`config.mk`:
```
export PLATFORM = sky130hd
export DESIGN_NAME = vgpr_wr_port_arbiter
export DESIGN_NICKNAME = d
export VERILOG_FILES = /design/src/rtl/vgpr_wr_port_arbiter_pkg.sv /design/src/rtl/vgpr_wr_port_arbiter_rr_pick8.sv /design/src/rtl/vgpr_wr_port_arbiter.sv
export SDC_FILE = /design/constraint.sdc
export NUM_CORES = 1
export LEC_CHECK = 0
export CAP_MARGIN = 20
export CORE_MARGIN = 1
export CORE_UTILIZATION = 55
export CTS_CLUSTER_SIZE = 25
export DETAILED_ROUTE_END_ITERATION = 8
export PLACE_DENSITY_LB_ADDON = 0.08
export SETUP_SLACK_MARGIN = 0.05
export SLEW_MARGIN = 5
export SYNTH_ARGS = -nofsm -noshare
export SYNTH_HDL_FRONTEND = slang
export SYNTH_SLANG_ARGS = --single-unit
```
`constraint.sdc`:
```
create_clock -name clk -period 9.3 [get_ports clk]
set_input_delay 1.395 -clock clk [delete_from_list [all_inputs] [get_ports clk]]
set_output_delay 1.395 -clock clk [all_outputs]
set_load 0.03 [all_outputs]
```
`src/rtl/vgpr_wr_port_arbiter_pkg.sv`:
```
// Shared VGPR write-path definitions: port counts, select bus width, index type.
package vgpr_wr_port_arbiter_pkg;

   localparam int unsigned NUM_WR_PORTS = 8;
   localparam int unsigned AUX_PORT_IDX = 8;
   localparam int unsigned WR_SEL_W     = 16;

   typedef logic [3:0] wr_port_idx_t;

   // Which requester class wins the current arbitration round.
   typedef enum logic [1:0] {
      GRANT_NONE,
      GRANT_PORT,
      GRANT_AUX
   } grant_kind_e;

   // Zero-extended one-hot mux select built from the registered grants.
   function automatic logic [WR_SEL_W-1:0] sel_from_grants(
      input logic [NUM_WR_PORTS-1:0] gnt,
      input logic                    aux_gnt
   );
      logic [WR_SEL_W-1:0] sel;
      sel                    = '0;
      sel[NUM_WR_PORTS-1:0]  = gnt;
      sel[AUX_PORT_IDX]      = aux_gnt;
      return sel;
   endfunction

endpackage

```
`src/rtl/vgpr_wr_port_arbiter_rr_pick8.sv`:
```
// Rotate-priority encoder: first eligible port at or after the pointer, wrapping 7 to 0.
module rr_pick8
   import vgpr_wr_port_arbiter_pkg::*;
(
   input  logic [NUM_WR_PORTS-1:0] elig_i,
   input  logic [2:0]              ptr_i,
   output logic [NUM_WR_PORTS-1:0] win_o,
   output logic                    valid_o
);

   logic [2:0] idx;

   // Walk ports in pointer order and keep the first eligible one.
   always_comb begin
      win_o   = '0;
      valid_o = 1'b0;
      idx     = '0;
      for (int unsigned k = 0; k < NUM_WR_PORTS; k++) begin
         idx = ptr_i + k[2:0];
         if (!valid_o && elig_i[idx]) begin
            win_o[idx] = 1'b1;
            valid_o    = 1'b1;
         end
      end
   end

endmodule

```
`src/rtl/vgpr_wr_port_arbiter.sv`:
```
// Round-robin VGPR write-port arbiter: eight FU ports plus an aux port, one grant per cycle.
module vgpr_wr_port_arbiter
   import vgpr_wr_port_arbiter_pkg::*;
#(
   parameter int unsigned STARVE_LIMIT = 4,
   parameter int unsigned CNT_W        = 3
) (
   input  logic                    clk,
   input  logic                    rst_n,
   input  logic [NUM_WR_PORTS-1:0] req,
   input  logic                    aux_req,
   output logic [NUM_WR_PORTS-1:0] gnt,
   output logic                    aux_gnt,
   output logic [WR_SEL_W-1:0]     wr_port_select,
   output logic                    busy
);

   logic [NUM_WR_PORTS-1:0] gnt_q, gnt_d;
   logic                    aux_gnt_q, aux_gnt_d;
   logic                    busy_q, busy_d;
   logic [2:0]              ptr_q, ptr_d;
   logic [CNT_W-1:0]        cnt_q, cnt_d;

   logic [NUM_WR_PORTS-1:0] port_elig;
   logic                    aux_elig;
   logic [NUM_WR_PORTS-1:0] rr_win;
   logic                    rr_valid;
   logic                    starve_hit;
   grant_kind_e             kind;
   wr_port_idx_t            win_idx;

   // Last cycle's grant doubles as the mask: requesters still hold req during their grant cycle.
   always_comb begin
      port_elig = req & ~gnt_q;
      aux_elig  = aux_req & ~aux_gnt_q;
   end

   rr_pick8 u_rr_pick8 (
      .elig_i  (port_elig),
      .ptr_i   (ptr_q),
      .win_o   (rr_win),
      .valid_o (rr_valid)
   );

   // Aux has priority unless ports have been starved for STARVE_LIMIT aux grants.
   always_comb begin
      kind       = GRANT_NONE;
      starve_hit = (cnt_q == CNT_W'(STARVE_LIMIT));
      if (aux_elig && !(starve_hit && rr_valid)) begin
         kind = GRANT_AUX;
      end else if (rr_valid) begin
         kind = GRANT_PORT;
      end
   end

   // Binary index of the round-robin winner for the pointer update.
   always_comb begin
      win_idx = '0;
      for (int unsigned k = 0; k < NUM_WR_PORTS; k++) begin
         if (rr_win[k]) begin
            win_idx = wr_port_idx_t'(k);
         end
      end
   end

   // Next grant, pointer and starvation counter.
   always_comb begin
      gnt_d     = '0;
      aux_gnt_d = 1'b0;
      ptr_d     = ptr_q;
      cnt_d     = cnt_q;
      busy_d    = rr_valid | aux_elig;
      case (kind)
         GRANT_PORT: begin
            gnt_d = rr_win;
            ptr_d = 3'(win_idx + wr_port_idx_t'(1));
            cnt_d = '0;
         end
         GRANT_AUX: begin
            aux_gnt_d = 1'b1;
            if (rr_valid && !starve_hit) begin
               cnt_d = cnt_q + CNT_W'(1);
            end
         end
         default: ;
      endcase
   end

   // State and registered outputs.
   always_ff @(posedge clk or negedge rst_n) begin
      if (!rst_n) begin
         gnt_q     <= '0;
         aux_gnt_q <= 1'b0;
         busy_q    <= 1'b0;
         ptr_q     <= '0;
         cnt_q     <= '0;
      end else begin
         gnt_q     <= gnt_d;
         aux_gnt_q <= aux_gnt_d;
         busy_q    <= busy_d;
         ptr_q     <= ptr_d;
         cnt_q     <= cnt_d;
      end
   end

   assign gnt            = gnt_q;
   assign aux_gnt        = aux_gnt_q;
   assign busy           = busy_q;
   assign wr_port_select = sel_from_grants(gnt_q, aux_gnt_q);

endmodule

```
Yosys cells after proc, flatten, opt, wreduce, memory -nomap -nowiden
Index checks and enable logic that the tools add are counted.
- bits of input ports: 11
- latch bits: 0
- logic and storage cells: 136
- RAM bits: 0
- output and inout port bits: 26
- ROM bits: 0
- bits in registers: 16
- memories: 0
- add/sub/neg operators: 9
- $lt $le $gt $ge: 16
- multiply operators: 0
- divide/modulo/power cells: 0
- reductions and logical operators: 29
- eq/ne operators: 4
- shifts and indexed selects: 0
- bitwise operators: 12
- mux-type cells: 61
- operator list (kind ; number):
    two-way mux 8 bit ; 9
    bitwise OR 8 bit ; 7
    less-than comparator 3 x 4 -> 1 bit (second input constant) ; 8
    two-way mux 1 bit ; 27
    binary-select mux 1 bit (select 3 bit) ; 8
    demux 1 bit (select 3 bit) ; 8
    >= comparator 3 x 1 -> 1 bit (second input constant) ; 8
    two-way mux 3 bit ; 7
    logical AND 1 bit ; 18
    adder 3 bit (second input constant) ; 4
    adder 3 x 1 -> 3 bit (second input constant) ; 3
    logical NOT 1 bit ; 9
    bitwise AND 8 bit ; 1
    inverter 8 bit ; 1
    adder 3 x 2 -> 3 bit (second input constant) ; 2
    one-hot mux 3 bit (2 select lines) ; 1
    == test 3 bit (second input constant) ; 1
    == test 2 x 1 -> 1 bit (second input constant) ; 1
    == test 2 bit (second input constant) ; 1
    two-way mux 2 bit ; 1
    != test 2 bit (second input constant) ; 1
    AND reduction 2 bit ; 1
    nonzero test 2 bit ; 1
    bitwise AND 1 bit ; 1
    2 further kinds ; 2

Logic depth before layout (Yosys ltp)
- depth after elaboration: 34
- mapped depth: 19
- gate-level depth less buffers: 16

Hierarchy
A second synthesis with hierarchy kept.
- cell total of the unflattened synthesis: 211
- area, all modules: 1939.4 um^2
- by module, submodules not included (module ; cells each ; instances ; seq. area each (um^2) ; area each (um^2)):
    rr_pick8 ; 125 ; 1 ; 0.0 ; 1044.8
    vgpr_wr_port_arbiter ; 86 ; 1 ; 400.4 ; 894.6

Worst setup path before layout
OpenSTA, ideal clock, no wires.
- kind: input -> register
- start: input port req[1]
- end: register ptr_q[2]
- setup slack: 4762 ps
- data arrival time: 4452 ps
- setup time: 87 ps
- required time: 9213 ps
- stages: 15
- path through: nor2b_1 mux2i_2 mux4_2 buf_6 and3_4 and3_4 a221o_1 a221o_1 or3_1 ha_1 inv_1 o211ai_1 o21ba_2 a221oi_1 o211ai_1
- cells in the longest elaborated chain, start to end: 33
- ends and longest elaborated chain (element ; line ; text):
    from (decl) ; vgpr_wr_port_arbiter.sv:10 ; input logic [NUM_WR_PORTS-1:0] req,
    bitwise AND 8 bit (*) ; vgpr_wr_port_arbiter.sv:34 ; port_elig = req & ~gnt_q;
    binary-select mux 1 bit (select 3 bit) ; vgpr_wr_port_arbiter_rr_pick8.sv:20 ; if (!valid_o && elig_i[idx]) begin
    two-way mux 1 bit (not written as such) ; vgpr_wr_port_arbiter_rr_pick8.sv:20 ;
    two-way mux 1 bit ; vgpr_wr_port_arbiter_rr_pick8.sv:20 ;
    logical NOT 1 bit ; vgpr_wr_port_arbiter_rr_pick8.sv:20 ;
    logical AND 1 bit ; vgpr_wr_port_arbiter_rr_pick8.sv:20 ;
    two-way mux 1 bit ; vgpr_wr_port_arbiter_rr_pick8.sv:20 ;
    logical NOT 1 bit ; vgpr_wr_port_arbiter_rr_pick8.sv:20 ;
    [... 12 more ...] ; -- ;
    logical AND 1 bit ; vgpr_wr_port_arbiter_rr_pick8.sv:20 ;
    two-way mux 1 bit ; vgpr_wr_port_arbiter_rr_pick8.sv:20 ;
    logical NOT 1 bit ; vgpr_wr_port_arbiter_rr_pick8.sv:20 ;
    logical AND 1 bit ; vgpr_wr_port_arbiter_rr_pick8.sv:20 ;
    two-way mux 8 bit ; vgpr_wr_port_arbiter_rr_pick8.sv:20 ;
    two-way mux 1 bit ; vgpr_wr_port_arbiter.sv:60 ; if (rr_win[k]) begin
    two-way mux 3 bit (6 in a row) ; vgpr_wr_port_arbiter.sv:60 ;
    adder 3 x 1 -> 3 bit ; vgpr_wr_port_arbiter.sv:76 ; ptr_d = 3'(win_idx + wr_port_idx_t'(1));
    to (signal assigned) ; vgpr_wr_port_arbiter.sv:101 ; ptr_q <= ptr_d;
    to (decl) ; vgpr_wr_port_arbiter.sv:21 ; logic [2:0] ptr_q, ptr_d;
Mark *: on every way between the ends. The rest lies on a longest branch, timed or not. The select of a mux whose other input is x is not followed.
A chain may end at the register's enable or synchronous reset.

Final worst setup path
- start: input port req[5]
- end: register ptr_q[2]
The elaborated chain is that of the path after synthesis.

==> flow_metrics.tcl <==
set metrics [dict create \
    required_ns 9.48 \
    firstDrtPassIters 5 \
    synthAdderAreaFrac_pct 5.27 \
    die_h_um 64.3 \
    ys_seq_area_share_pct 18.7 \
    final_nets 270 \
    critPathLaunchType "primary input" \
    synth_edf_count 0 \
    ctsLongestPathBuffers 2 \
    path_class "in -> reg" \
    syn_inst 234 \
    antenna_found_initial 0 \
    worst_pin_slew_ns 0.844 \
    cts_tree "done" \
    grt_overflow 0 \
    routabilityCongestion 1.01 \
    hold_path_depth 1 \
    globalRouteTotalUtil_pct 30.3 \
    crit_family "compound AO/OA/AOI/OAI gates" \
    area_delta_synth_final_pct 12.3 \
    grt_pass1_vias 1967 \
    h-tree-depth 1 \
    fin_worst_skew_ns 0.0105 \
    fill_cells 307 \
    num_vias 2022 \
    root_buffer "clkbuf_8" \
    fin_ws_ns 4.15 \
    yosysTopAreaCellShare_pct 18.7 \
    grt_max_degree 30 \
    post_cts_buffers 0 \
    avgSynthCellArea_um2 9.13 \
    cpMaxStageDelayCell "mux4_2" \
    clk-insertion-delay-late_ns 0.26 \
    final.setup.tns_ns 0 \
    crit_chain "clkdlybuf4s50_1, nor2b_1, mux2i_1, mux4_2, and3_4, and3_4, a221o_1, a221o_1, or3_1, ha_1, inv_1, o211ai_1, o21ba_2, a221oi_1, o211ai_1" \
    crit_cells 15 \
    fmax_ghz 0.194 \
    crit_path_max_incr_delay_ns 0.65 \
    synth.area.mux_share_pct 20.7 \
    yosysTopAreaCell "dfrtp_1" \
    numCtsBuffers 3 \
    rsz0062_at_grt "false" \
    first_iter_violations 336 \
    dp_cells 293 \
    boundaryPins 37 \
    slew_viol_final 0 \
    synthFlopType "dfrtp_1" \
    setup_viol 0 \
    synthTopCellsByCount "17 x buf_4, 17 x nand2_1, 16 x dfrtp_1" \
    die-area_mm2 0.00414 \
    viasPerCell 6.81 \
    holdBufCountCts 0 \
    core_mm2 0.00369 \
    drc_errors 0 \
    num_rows 22 \
    critPathMaxFanout 10 \
    status "finished clean" \
    async_flop_share_pct 100 \
    layout.cells.non_filler 297 \
    cts_num_sinks 16 \
    cp-end-kind "flip-flop" \
    cap_viol_max_count 0 \
    dp_hpwl_mm 4.39 \
    post-place-ws_ns 3.96 \
    hp-class "reg -> reg" \
    finalCritPeriodShare_pct 55.4 \
    hold_violations 0 \
    wl_mm 5.83 \
    synth_top_family_by_area "simple AND/OR/NAND/NOR gates" \
    path_buf_inv 2 \
    syn_area_mm2 0.00214 \
    arrival_ns 5.33 \
    synth.yosys.warnings 0 \
    synth_cell_types 58 \
    synthSimpleGateAreaFrac_pct 24.8 \
    diodes 0 \
    drt.antenna.violating_nets 0 \
    synth-compound-area-share_pct 17.3 \
    path_clk_slew_ns 0.07 \
    synth-xor-area-share_pct 2.52 \
    reg2regPathDepth 15 \
    ys_ff_latch 16 \
    die_width_um 64.3 \
    fin_crit_ns 5.15 \
    ys_top_cells_by_area "dfrtp_1 19%, mux4_2 12%, buf_4 6.0%" \
    numPortBuffers 29 \
    final_layout_size_suffix_gt1_share_pct 12.0 \
    start_util_pct 57.9 \
    grt_pass1_wl_mm 9.55 \
    cts_resized 0 \
    wl_per_cell_um 19.6 \
    relSlewSlack_pct 42.3 \
]
[registers in the layout (all words and copies together) (netlist names)]
name	count
cnt_q	3
busy	1
ptr_q	3
gnt	8
aux_gnt	1
[cell families (layout without fill, tap and decap cells)]
group	Yosys count	count (layout)
flops	16	16
mux	28	28
simple gates	92	92
xor+xnor	4	4
other cells	1	7
fa+ha+maj	9	9
compound gates	48	48
buf+inv	36	45
[worst paths after layout]
check                                      from                   end  slack, ns
min reg2reg                cnt_q[2]$_DFFE_PN0P_  cnt_q[2]$_DFFE_PN0P_       0.50
min                        cnt_q[2]$_DFFE_PN0P_  cnt_q[2]$_DFFE_PN0P_       0.50
max in group asynchronous                 rst_n  cnt_q[2]$_DFFE_PN0P_       7.29
max reg2reg                ptr_q[1]$_DFFE_PN0N_  ptr_q[2]$_DFFE_PN0N_       4.39
max                                      req[5]  ptr_q[2]$_DFFE_PN0N_       4.15
min in group asynchronous                 rst_n  ptr_q[1]$_DFFE_PN0N_       1.55
[area by class of cell]
class                      instances  area, um2  area share [%]
clock buffer                       4       55.1            2.29
inverter                          10       45.0            1.88
multi-input combinational        188       1530            63.9
sequential                        16        400            16.7
tap                               48       60.1            2.50
timing repair buffer              31        305            12.7
[worst register-to-register path: stages, from the launching register on]
cell and delay [ns]:
dfrtp_1 0.75, inv_1 0.26, ha_1 0.51, inv_1 0.34
mux4_2 0.61, and2_1 0.22, and3_4 0.20, a221o_1 0.38
a221o_1 0.42, or3_1 0.33, ha_1 0.24, inv_1 0.06
o211ai_1 0.09, o21ba_2 0.25, a221oi_1 0.05, o211ai_1 0.13
[metrics by stage]
step | utilization [%] | hold slack, ns | cell area (um2)
CTS | 65.1 | 0.499 | 2400
global placement | 63.6 | 0.467 | 2340
finish | 65.1 | 0.496 | 2400
floorplan | - | 0.445 | 2160
detailed placement | 63.6 | 0.488 | 2340
global route | 65.1 | 0.520 | 2400
[cell usage in the layout (no fill, tap or decap), types with 8 or more instances in the layout]
cell	Yosys	layout
nand2b_1	10	10
nor2b_1	9	9
nor2_1	14	14
nand4_1	8	8
nand2_1	17	17
ha_1	9	9
mux2i_1	12	12
clkdlybuf4s50_1	0	29
inv_1	9	9
dfrtp_1	16	16
mux4_2	11	11
[layer usage]
metal  vias up  track usage [%]  share of wire [%]  wire length [um]
met5         -                0                  0                 0
met4         0             14.4                3.0               174
met3        22             5.54                8.6               499
met2       131             48.6                 49              2870
met1       960             39.2                 39              2280
li1        909                -                  -                 -
Power is not shown: default switching activity piles up to over one toggle a cycle in this logic, so the estimate is an artifact.
